`config.mk`:
```
export PLATFORM = sky130hd
export DESIGN_NAME = mem_writeback_stage_flat
export DESIGN_NICKNAME = d
export VERILOG_FILES = /design/src/rtl/mem_writeback_stage_if.sv /design/src/rtl/mem_writeback_stage.sv /design/src/flat_wrapper.sv
export SDC_FILE = /design/constraint.sdc
export NUM_CORES = 1
export LEC_CHECK = 0
export ABC_CLOCK_PERIOD_IN_PS = 8720
export BUFFER_PORTS_ARGS = -buffer_cell sky130_fd_sc_hd__buf_2
export CAP_MARGIN = 0
export CORE_AREA = 5 5 145 147
export DETAILED_ROUTE_END_ITERATION = 8
export DIE_AREA = 0 0 150 152
export PLACE_DENSITY = 0.77
export RECOVER_POWER = 50
export SLEW_MARGIN = 20
export SYNTH_ARGS = -nofsm -noshare
export SYNTH_HDL_FRONTEND = slang
export SYNTH_SLANG_ARGS = --single-unit
```
`constraint.sdc`:
```
create_clock -name clk -period 8.72 [get_ports clk]
set_clock_uncertainty 0.15 [all_clocks]
set_input_delay 1.308 -clock clk [delete_from_list [all_inputs] [get_ports clk]]
set_output_delay 1.308 -clock clk [all_outputs]
set_load 0.02 [all_outputs]
```
`src/rtl/mem_writeback_stage_if.sv`:
```
// Data-memory request/acknowledge bus between the memory stage (master) and data memory (slave).
interface mem_writeback_stage_if #(
    parameter int unsigned DATA_WIDTH = 32
);
    logic                  dmem_req;
    logic                  dmem_we;
    logic [DATA_WIDTH-1:0] dmem_addr;
    logic [DATA_WIDTH-1:0] dmem_wdata;
    logic [DATA_WIDTH-1:0] dmem_rdata;
    logic                  dmem_ack;

    modport master (
        output dmem_req, dmem_we, dmem_addr, dmem_wdata,
        input  dmem_rdata, dmem_ack
    );

    modport slave (
        input  dmem_req, dmem_we, dmem_addr, dmem_wdata,
        output dmem_rdata, dmem_ack
    );
endinterface

```
`src/rtl/mem_writeback_stage.sv`:
```
// Memory-stage controller and MEM/WB register: redirect resolution, variable-latency data access.
// Optional misaligned-access trap enabled by defining MEM_ALIGN_CHECK_EN.
module mem_writeback_stage #(
    parameter int unsigned DATA_WIDTH     = 32,
    parameter int unsigned REG_ADDR_WIDTH = 5
) (
    input  logic                      clk,
    input  logic                      reset,
    input  logic [1:0]                Jump_M,
    input  logic                      BranchEQ_M,
    input  logic                      BranchNE_M,
    input  logic                      Zero_M,
    input  logic                      MemRead_M,
    input  logic                      MemWrite_M,
    input  logic                      RegWrite_M,
    input  logic [1:0]                MemToReg_M,
    input  logic [DATA_WIDTH-1:0]     ALUResult_M,
    input  logic [DATA_WIDTH-1:0]     ReadData1_M,
    input  logic [DATA_WIDTH-1:0]     ReadData2_M,
    input  logic [DATA_WIDTH-1:0]     PCBranch_M,
    input  logic [DATA_WIDTH-1:0]     BranchAdderResult_M,
    input  logic [DATA_WIDTH-1:0]     ShiftLeft2_Jump_M,
    input  logic [REG_ADDR_WIDTH-1:0] WriteReg_M,
    mem_writeback_stage_if.master     dmem,
    output logic                      Stall,
    output logic                      PCSrc_M,
    output logic [DATA_WIDTH-1:0]     PCTarget_M,
    output logic                      RegWrite_W,
    output logic [REG_ADDR_WIDTH-1:0] WriteReg_W,
    output logic [DATA_WIDTH-1:0]     WriteData_W,
    output logic                      MemFault_W
);

    typedef enum logic [1:0] {StIdle, StBusy, StDone} state_t;

    state_t                    r_state;
    logic                      r_req;
    logic                      r_we;
    logic [DATA_WIDTH-1:0]     r_addr;
    logic [DATA_WIDTH-1:0]     r_wdata;
    logic [DATA_WIDTH-1:0]     r_load_buf;
    logic                      r_wb_we;
    logic [REG_ADDR_WIDTH-1:0] r_wb_reg;
    logic [DATA_WIDTH-1:0]     r_wb_data;
    logic                      r_fault;

    logic                      w_mem_op;
    logic                      w_misaligned;
    logic                      w_start;
    logic                      w_taken;
    logic [DATA_WIDTH-1:0]     w_addr;
    logic [DATA_WIDTH-1:0]     w_wb_data;

    always_comb begin
        w_mem_op = MemRead_M | MemWrite_M;
`ifdef MEM_ALIGN_CHECK_EN
        w_misaligned = w_mem_op & (ALUResult_M[1:0] != 2'b00);
`else
        w_misaligned = 1'b0;
`endif
        w_start = (r_state == StIdle) & w_mem_op & ~w_misaligned;
        Stall   = w_start | (r_state == StBusy);

        // Word accesses only: low address bits never reach the bus.
        w_addr = ALUResult_M & {{(DATA_WIDTH-2){1'b1}}, 2'b00};

        w_taken = (BranchEQ_M & Zero_M) | (BranchNE_M & ~Zero_M) |
                  (Jump_M == 2'b01) | (Jump_M == 2'b10);
        PCSrc_M = w_taken & ~Stall;

        if (Jump_M == 2'b10) begin
            PCTarget_M = ReadData1_M;
        end else if (Jump_M == 2'b01) begin
            PCTarget_M = ShiftLeft2_Jump_M;
        end else begin
            PCTarget_M = BranchAdderResult_M;
        end

        case (MemToReg_M)
            2'b01:   w_wb_data = r_load_buf;
            2'b10:   w_wb_data = PCBranch_M;
            default: w_wb_data = ALUResult_M;
        endcase
    end

    always_ff @(negedge clk or posedge reset) begin
        if (reset) begin
            r_state    <= StIdle;
            r_req      <= 1'b0;
            r_we       <= 1'b0;
            r_addr     <= '0;
            r_wdata    <= '0;
            r_load_buf <= '0;
            r_wb_we    <= 1'b0;
            r_wb_reg   <= '0;
            r_wb_data  <= '0;
            r_fault    <= 1'b0;
        end else begin
            r_fault <= 1'b0;
            case (r_state)
                StIdle: begin
                    if (w_start) begin
                        r_req   <= 1'b1;
                        r_we    <= MemWrite_M;
                        r_addr  <= w_addr;
                        r_wdata <= ReadData2_M;
                        r_wb_we <= 1'b0;
                        r_state <= StBusy;
                    end else if (w_misaligned) begin
                        r_wb_we <= 1'b0;
                        r_fault <= 1'b1;
                    end else begin
                        r_wb_we   <= RegWrite_M;
                        r_wb_reg  <= WriteReg_M;
                        r_wb_data <= w_wb_data;
                    end
                end
                StBusy: begin
                    if (dmem.dmem_ack) begin
                        r_load_buf <= dmem.dmem_rdata;
                        r_req      <= 1'b0;
                        r_state    <= StDone;
                    end
                end
                StDone: begin
                    // Upstream advances on this edge, so the instruction retires here.
                    r_wb_we   <= RegWrite_M;
                    r_wb_reg  <= WriteReg_M;
                    r_wb_data <= w_wb_data;
                    r_state   <= StIdle;
                end
                default: r_state <= StIdle;
            endcase
        end
    end

    assign dmem.dmem_req   = r_req;
    assign dmem.dmem_we    = r_we;
    assign dmem.dmem_addr  = r_addr;
    assign dmem.dmem_wdata = r_wdata;
    assign RegWrite_W      = r_wb_we;
    assign WriteReg_W      = r_wb_reg;
    assign WriteData_W     = r_wb_data;
    assign MemFault_W      = r_fault;

endmodule
```
`src/flat_wrapper.sv`:
```
// flat-port wrapper written by rule: the top's interface ports become plain ports
module mem_writeback_stage_flat 
#(
    parameter int unsigned DATA_WIDTH     = 32,
    parameter int unsigned REG_ADDR_WIDTH = 5
)
  (clk, reset, Jump_M, BranchEQ_M, BranchNE_M, Zero_M, MemRead_M, MemWrite_M, RegWrite_M, MemToReg_M, ALUResult_M, ReadData1_M, ReadData2_M, PCBranch_M, BranchAdderResult_M, ShiftLeft2_Jump_M, WriteReg_M, Stall, PCSrc_M, PCTarget_M, RegWrite_W, WriteReg_W, WriteData_W, MemFault_W, dmem_dmem_req, dmem_dmem_we, dmem_dmem_addr, dmem_dmem_wdata, dmem_dmem_rdata, dmem_dmem_ack);
  mem_writeback_stage_if #(.DATA_WIDTH(DATA_WIDTH)) dmem_i ();
  input  logic clk;
  input  logic reset;
  input  logic [1:0] Jump_M;
  input  logic BranchEQ_M;
  input  logic BranchNE_M;
  input  logic Zero_M;
  input  logic MemRead_M;
  input  logic MemWrite_M;
  input  logic RegWrite_M;
  input  logic [1:0] MemToReg_M;
  input  logic [DATA_WIDTH-1:0] ALUResult_M;
  input  logic [DATA_WIDTH-1:0] ReadData1_M;
  input  logic [DATA_WIDTH-1:0] ReadData2_M;
  input  logic [DATA_WIDTH-1:0] PCBranch_M;
  input  logic [DATA_WIDTH-1:0] BranchAdderResult_M;
  input  logic [DATA_WIDTH-1:0] ShiftLeft2_Jump_M;
  input  logic [REG_ADDR_WIDTH-1:0] WriteReg_M;
  output logic Stall;
  output logic PCSrc_M;
  output logic [DATA_WIDTH-1:0] PCTarget_M;
  output logic RegWrite_W;
  output logic [REG_ADDR_WIDTH-1:0] WriteReg_W;
  output logic [DATA_WIDTH-1:0] WriteData_W;
  output logic MemFault_W;
  output wire logic [$bits(dmem_i.dmem_req)-1:0] dmem_dmem_req;
  output wire logic [$bits(dmem_i.dmem_we)-1:0] dmem_dmem_we;
  output wire logic [$bits(dmem_i.dmem_addr)-1:0] dmem_dmem_addr;
  output wire logic [$bits(dmem_i.dmem_wdata)-1:0] dmem_dmem_wdata;
  input wire logic [$bits(dmem_i.dmem_rdata)-1:0] dmem_dmem_rdata;
  input wire logic [$bits(dmem_i.dmem_ack)-1:0] dmem_dmem_ack;
  assign dmem_dmem_req = dmem_i.dmem_req;
  assign dmem_dmem_we = dmem_i.dmem_we;
  assign dmem_dmem_addr = dmem_i.dmem_addr;
  assign dmem_dmem_wdata = dmem_i.dmem_wdata;
  assign dmem_i.dmem_rdata = dmem_dmem_rdata;
  assign dmem_i.dmem_ack = dmem_dmem_ack;
  mem_writeback_stage #(.DATA_WIDTH(DATA_WIDTH), .REG_ADDR_WIDTH(REG_ADDR_WIDTH)) u_core (.clk(clk), .reset(reset), .Jump_M(Jump_M), .BranchEQ_M(BranchEQ_M), .BranchNE_M(BranchNE_M), .Zero_M(Zero_M), .MemRead_M(MemRead_M), .MemWrite_M(MemWrite_M), .RegWrite_M(RegWrite_M), .MemToReg_M(MemToReg_M), .ALUResult_M(ALUResult_M), .ReadData1_M(ReadData1_M), .ReadData2_M(ReadData2_M), .PCBranch_M(PCBranch_M), .BranchAdderResult_M(BranchAdderResult_M), .ShiftLeft2_Jump_M(ShiftLeft2_Jump_M), .WriteReg_M(WriteReg_M), .dmem(dmem_i), .Stall(Stall), .PCSrc_M(PCSrc_M), .PCTarget_M(PCTarget_M), .RegWrite_W(RegWrite_W), .WriteReg_W(WriteReg_W), .WriteData_W(WriteData_W), .MemFault_W(MemFault_W));
endmodule
```
Yosys cells after proc, flatten, opt, wreduce, memory -nomap -nowiden:

Cells that the tools add are included.

* input port bits: 242
* output and inout port bits: 139
* word-level logic and storage cells: 52
* bits in registers: 136

* equal/unequal tests: 9
* bitwise logic cells: 11
* reduce and logical (&&, ||, !) cells: 8
* mux-type cells: 15

Operator list (count)
* case mux 32 bit (2 select lines): 2
* two-way mux 32 bit: 3
* case mux 5 bit (2 select lines): 1
* AND reduction 2 bit: 4
* equality test 2 x 1 -> 1 bit (second input constant): 3
* equality test 2 bit (second input constant): 3
* two-way mux 5 bit: 1
* bitwise OR 1 bit: 5
* AND 1 bit: 4
* two-way mux 2 bit: 2
* != test 2 bit (second input constant): 2
* case mux 1 bit (2 select lines): 2
* case mux 2 bit (2 select lines): 1
* nonzero test 2 bit: 2
* two-way mux 1 bit: 3
* AND reduction 3 bit: 1
* logical NOT 2 bit: 1
* != test 2 x 1 -> 1 bit (second input constant): 1
* NOT 1 bit: 2

Depth between registers and ports, before layout:

Gate-level depths: netlist (run 1).

* depth in word-level cells: 6
* depth in mapped cells: 6
* depth with buffers taken out: 4

==> metrics.txt, run 1 <==
nets=1166; Seq/Total Area, Yosys=49.7%; CTS max path bufs=2; run status=finished with violations; register share of total power=35.2%; Clock Root Buffer=clkbuf_16; initial antenna violation count=1; htree depth=4; GRT overflow=0; cts repair resizes=0; final hold violation count=0; postcts setup bufs=0; Power per Cell Area=343 nW/um^2; IO Port Bufs=377; Sw Ratio=38.4%; clock slew at reported path FFs=0.05 ns; # rows=52; vias in the first global route=6317; pin count of the biggest net entering global routing=98; Worst Path Class, Setup=input port to flop; Yosys Warn Count=0; post-route design area=9410 sq um; via count=6024; Vias/cell=4.99; Max VDD drop=0.229 mV; syn_area_per_cell=12.1 sq um; CP Depth=5; CP cell instances=buf_2 -> o21ba_1 -> nor2b_4 -> buf_4 -> mux2_2; RSZ-0062 raised after global routing=no; # fillers=1868; final setup vio count=0; hold-fix buffers at CTS=0; die area=22800 sq um; Syn Inst Count=568; Post-synth EDFFs=0; Die Y-Extent=152 um; crit-path leading delay family=compound AO/OA/AOI/OAI gates; DRT iter0 DRCs=216; post-DP HPWL=16900 um; final wirelength=22400 um; Top Ports=381; Placed Area=8870 sq um; worst hold path class=flop to flop; Internal=0.00199 W; share of synthesized registers carrying an async set or reset=100%; GPL Wtd Cong=0.807; drt pass-1 iters=6; drt wl/cell=18.5 um; TritonCTS clock tree=built; Max Fanout on Critical Path=35; initial core utilization=34.6%; switching power total=0.00124 W; share of cells above drive strength 1=52.1%; clock net sink count=136; Bufs and invs on worst path=2; Final ANT Viol Nets=0; power share of the clock group=22.7%; first-pass GRT wire length=34400 um; Slew headroom=-206%; Die Wd=150 um; total power draw=0.00322 W; Distinct cells, synth=29; combinational share of power=42.0%; Worst-Skew Late Latency=0.39 ns; crit-path max cell delay=1.00 ns; worst reg2reg path depth=4; LEAKAGE=4.45 nW; core area=19800 sq um; Area Growth Syn to Fin=37.4%; cell area after synthesis=6850 sq um; total negative slack=0 ns; Final Util=47.6%; Worst Path Required=4.45 ns; failing checks=capacitance limit, slew limit; ys flop type=dfrtn_1; Final Slew Violations=175; crit end category=flop; crit path DAT=3.61 ns; GRT Resource Usage Total=19.0%; Synth Register Bits=136; CP Launch Type=input port; Hold Path Stages=1; Worst path slowest cell=o21ba_1; number of buffers created by CTS=17; Slew @ Worst Pin=4.59 ns; drt drc=0; max capacitance violation total=3
==> worst paths after layout <==
path,slack [ns],start,to
max reg2reg,5.66,u_core.r_state[0]$_DFFE_NP0P_,u_core.r_load_buf[3]$_DFFE_NP0P_
max,0.83,MemWrite_M,u_core.dmem.dmem_addr[19]$_DFFE_NP0P_
min,0.29,u_core.dmem.dmem_req$_DFFE_NP0P_,u_core.dmem.dmem_req$_DFFE_NP0P_
max in group asynchronous,1.38,reset,u_core.dmem.dmem_wdata[30]$_DFFE_NP0P_
min reg2reg,0.29,u_core.dmem.dmem_req$_DFFE_NP0P_,u_core.dmem.dmem_req$_DFFE_NP0P_
min in group asynchronous,5.48,reset,u_core.dmem.dmem_wdata[29]$_DFFE_NP0P_
==> final cells by class <==
type / count / area [sq um] / area share (%)
Sequential cell: 136 / 3400 / 36.2
Tap cell: 270 / 338 / 3.59
Multi-Input combinational cell: 375 / 3120 / 33.2
Clock buffer: 18 / 439 / 4.67
Antenna cell: 2 / 5.00 / 0.0532
Timing Repair Buffer: 388 / 1930 / 20.5
Clock inverter: 14 / 161 / 1.72
Inverter: 4 / 16.3 / 0.173
==> registers in the layout, indices dropped and copies added, names as in the netlist <==
name                    flops
u_core.dmem.dmem_we         1
u_core.WriteReg_W           5
u_core.dmem.dmem_addr      30
u_core.r_load_buf          32
u_core.dmem.dmem_wdata     32
u_core.r_state              2
u_core.dmem.dmem_req        1
u_core.WriteData_W         32
u_core.RegWrite_W           1
==> metal layers <==
metal | global-route usage [%] | vias up | wire [um]
met1 | 21.7 | 2897 | 8280
met3 | 6.20 | 37 | 2260
met4 | 6.01 | 0 | 494
met5 | 0 | - | 0
met2 | 33.4 | 267 | 11400
li1 | - | 2823 | -
==> cell usage in the layout, fill, tap and decap left out, types with 5 or more instances in the layout <==
cell type,instances
a211oi_1,32
a21oi_1,33
a221oi_1,32
buf_2,341
buf_4,7
clkbuf_1,39
clkbuf_16,17
dfrtn_1,136
inv_6,5
mux2_2,89
mux2_4,10
mux2i_1,33
nor2b_1,64
o21ai_0,32
o31ai_1,30
==> metrics by stage <==
stage                     setup slack, ns  hold slack [ns]  instances
after floorplan                      1.32            0.290        570
after global placement               1.09            0.266       1173
after detailed placement             1.04            0.275       1173
after CTS                            1.15            0.288       1205
after global routing                0.629            0.305       1206
final                               0.834            0.286       1207
==> cells by family (layout without fill, tap and decap cells) <==
logic type / Yosys count / after routing / share of synthesized area, %
xor+xnor: 1 / 1 / 0.128
compound gates: 164 / 164 / 16.5
mux: 133 / 133 / 21.8
flops: 136 / 136 / 49.7
other cells: 1 / 5 / 0.0547
fa+ha+maj: 2 / 2 / 0.365
buf+inv: 59 / 424 / 4.80
simple gates: 72 / 72 / 6.68
==> cells in the mapped netlist (6+ instances only) <==
cell	count	area, sq um
mux2_2	90	1010
buf_2	8	40.0
buf_6	10	113
mux2i_1	33	330
mux2_4	10	150
dfrtn_1	136	3400
a211oi_1	32	240
o21ai_0	32	160
buf_4	6	45.0
a21oi_1	33	165
o31ai_1	30	225
nor2b_1	64	400
a221oi_1	32	280
clkbuf_1	31	116
==> worst reg2reg max path, delay by kind of cell (launching register included) <==
family / cells / cell delay (ns)
buffers and inverters: 2 / 1.80
flip-flops: 1 / 0.32
multiplexers: 1 / 0.49
AND/OR/NAND/NOR: 1 / 0.12
==> power groups by stage <==
| stage | clock network [W] | logic, W | registers (W) |
|---|---|---|---|
| finish | 0.000733 | 0.00136 | 0.00114 |
| global route | 0.000779 | 0.00145 | 0.00117 |
| CTS | 0.000748 | 0.00138 | 0.00114 |
| detailed placement | 0 | 0.00137 | 0.00114 |
| global placement | 0 | 0.00134 | 0.00113 |
| floorplan | 0 | 0.000642 | 0.00141 |
No activity file was read; power rests on OpenSTA's default activity.
==> run 2: changes to the inputs <==
--- a/config.mk
+++ b/config.mk
@@ -12,4 +12,5 @@
 export DETAILED_ROUTE_END_ITERATION = 8
 export DIE_AREA = 0 0 150 152
+export GPL_ROUTABILITY_DRIVEN = 0
 export PLACE_DENSITY = 0.77
 export RECOVER_POWER = 50
==> constraint.sdc (replaced) <==
create_clock -name clk -period 8.72 [get_ports clk]
set_clock_uncertainty 0.15 [all_clocks]
set_input_delay 0.872 -clock clk [delete_from_list [all_inputs] [get_ports clk]]
set_output_delay 0.872 -clock clk [all_outputs]
set_load 0.02 [all_outputs]
==> run 2 against run 1 <==
Net effect: the flow still finishes with violations (capacitance limit, slew limit); power decreased by 0.58%; sequential share of layout area increased by 0.28 points; clock-buffer cell count unchanged; worst setup slack improved by 0.41 ns; via count decreased by 0.12%; register-to-register slack got worse by 0.24 ns; clock power about the same; critical path type unchanged.
==> metrics.txt, run 2 (synthesis gave the netlist of run 1 again) <==
failing checks=capacitance limit, slew limit; final setup vio count=0 (unchanged); Final Slew Violations=170 (-2.9%); Slew @ Worst Pin=4.55 ns (-0.0439 ns); Vias/cell=5.01 (+0.47%); clock net sink count=136 (unchanged); # rows=52 (unchanged); hold-fix buffers at CTS=0 (unchanged); Slew headroom=-203% (+2.9 points); final hold violation count=0 (unchanged); via count=6017 (-0.12%); Power per Cell Area=343 nW/um^2 (+0.18%); CP Launch Type=input port; first-pass GRT wire length=33700 um (-2.0%); Top Ports=381 (unchanged); drt drc=0 (unchanged); cts repair resizes=0 (unchanged); Final ANT Viol Nets=0 (unchanged); CTS max path bufs=2 (unchanged); worst hold path class=flop to flop; most common cell after layout, fill and taps aside=buf_2; IO Port Bufs=377 (unchanged); Max Fanout on Critical Path=45 (+29%); Die Wd=150 um (unchanged); Area Growth Syn to Fin=36.3%; CP cell instances=buf_2 -> o21ba_1 -> nor2b_4 -> buf_4 -> mux2_2; TritonCTS clock tree=built; worst reg2reg path depth=3 (-1); clock slew at reported path FFs=0.05 ns (about the same); GRT overflow=0 (unchanged); total negative slack=0 ns (unchanged); crit-path max cell delay=0.98 ns (-0.02 ns); initial antenna violation count=0 (-1); crit path DAT=3.20 ns (-0.41 ns); Final Util=47.2% (-0.36 points); drt pass-1 iters=4 (-2); Max VDD drop=0.176 mV (-23%); Clock Root Buffer=clkbuf_16; vias in the first global route=6237 (-1.3%); Worst path slowest cell=o21ba_1; number of buffers created by CTS=17 (unchanged); drt wl/cell=18.5 um (-0.31%); post-DP HPWL=16700 um (-1.3%); Worst-Skew Late Latency=0.39 ns (about the same); Die Y-Extent=152 um (unchanged); n_diodes=0 (-2); Hold Path Stages=1 (unchanged); pin count of the biggest net entering global routing=101 (+3.1%); RSZ-0062 raised after global routing=no; postcts setup bufs=0 (unchanged); Worst Path Required=4.45 ns (about the same); LEAKAGE=4.35 nW (-2.3%); crit end category=flop; share of cells above drive strength 1=48.9% (-3.2 points); nets=1161 (-0.43%); die area=22800 sq um (unchanged); run status=finished with violations; max capacitance violation total=3 (unchanged); GRT Resource Usage Total=18.6% (-0.41 points); final wirelength=22200 um (-0.88%); DRT iter0 DRCs=362 (+68%); post-route design area=9340 sq um (-0.76%); commonest cells after routing, fill and taps aside=buf_2 (311), dfrtn_1 (136), mux2_2 (90); Placed Area=8830 sq um (-0.42%); initial core utilization=34.6% (unchanged); htree depth=4 (unchanged); worst hold margin=0.273 ns (-0.0131 ns); Worst Path Class, Setup=input port to flop; core area=19800 sq um (unchanged); # fillers=1893 (+1.3%)
==> run 2: cell count changes in the layout (fill, tap and decap cells not counted), moves of 2 or more <==
| cell | delta |
|---|---|
| diode_2 | -2 |
| clkbuf_1 | +27 |
| buf_4 | -2 |
| buf_2 | -30 |
==> run 2: final cells by class <==
cell class | instances | area, sq um | share of cell area, %
multi-input combinational | 375 | 3120 | 33.4
timing repair buffer | 383 | 1860 | 19.9
clock inverter | 14 | 163 | 1.74
inverter | 4 | 16.3 | 0.174
tap | 270 | 338 | 3.62
sequential | 136 | 3400 | 36.4
clock buffer | 18 | 439 | 4.70
==> run 2: stage by stage <==
step                std cells  setup WS (ns)  power (W)
floorplan                 570           1.75    0.00206
global placement         1168           1.45    0.00247
detailed placement       1168           1.43    0.00252
CTS                      1200           1.86    0.00326
global route             1200           1.11    0.00339
finish                   1200           1.24    0.00321
==> run 2: critical path: cells and delay by family <==
family	cells	cell delay (ns)
compound gates	1	0.98
simple gates	1	0.32
buf+inv	2	0.58
mux	1	0.40
==> run 2: power by group <==
| part | switching, W | internal, W |
|---|---|---|
| Combinational | 0.000777 | 0.000557 |
| Sequential | 0.000163 | 0.000974 |
| Clock | 0.000298 | 0.000437 |
==> run 2: path summary, 6_finish.rpt <==
check	from	endpoint	slack, ns
min reg2reg	u_core.dmem.dmem_req$_DFFE_NP0P_	u_core.dmem.dmem_req$_DFFE_NP0P_	0.27
max in group asynchronous	reset	u_core.WriteData_W[4]$_DFFE_NP0P_	2.19
max	MemWrite_M	u_core.dmem.dmem_addr[18]$_DFFE_NP0P_	1.24
max reg2reg	u_core.r_state[0]$_DFFE_NP0P_	u_core.r_load_buf[30]$_DFFE_NP0P_	5.42
min	u_core.dmem.dmem_req$_DFFE_NP0P_	u_core.dmem.dmem_req$_DFFE_NP0P_	0.27
min in group asynchronous	reset	u_core.dmem.dmem_wdata[3]$_DFFE_NP0P_	4.99
==> run 2: per-layer routing <==
metal  wire [um]  up-vias  track usage (%)
met2       11100      274             32.5
met5           0        -                0
met1        8320     2895             21.0
li1            -     2814                -
met3        2210       34             6.20
met4         542        0             6.67
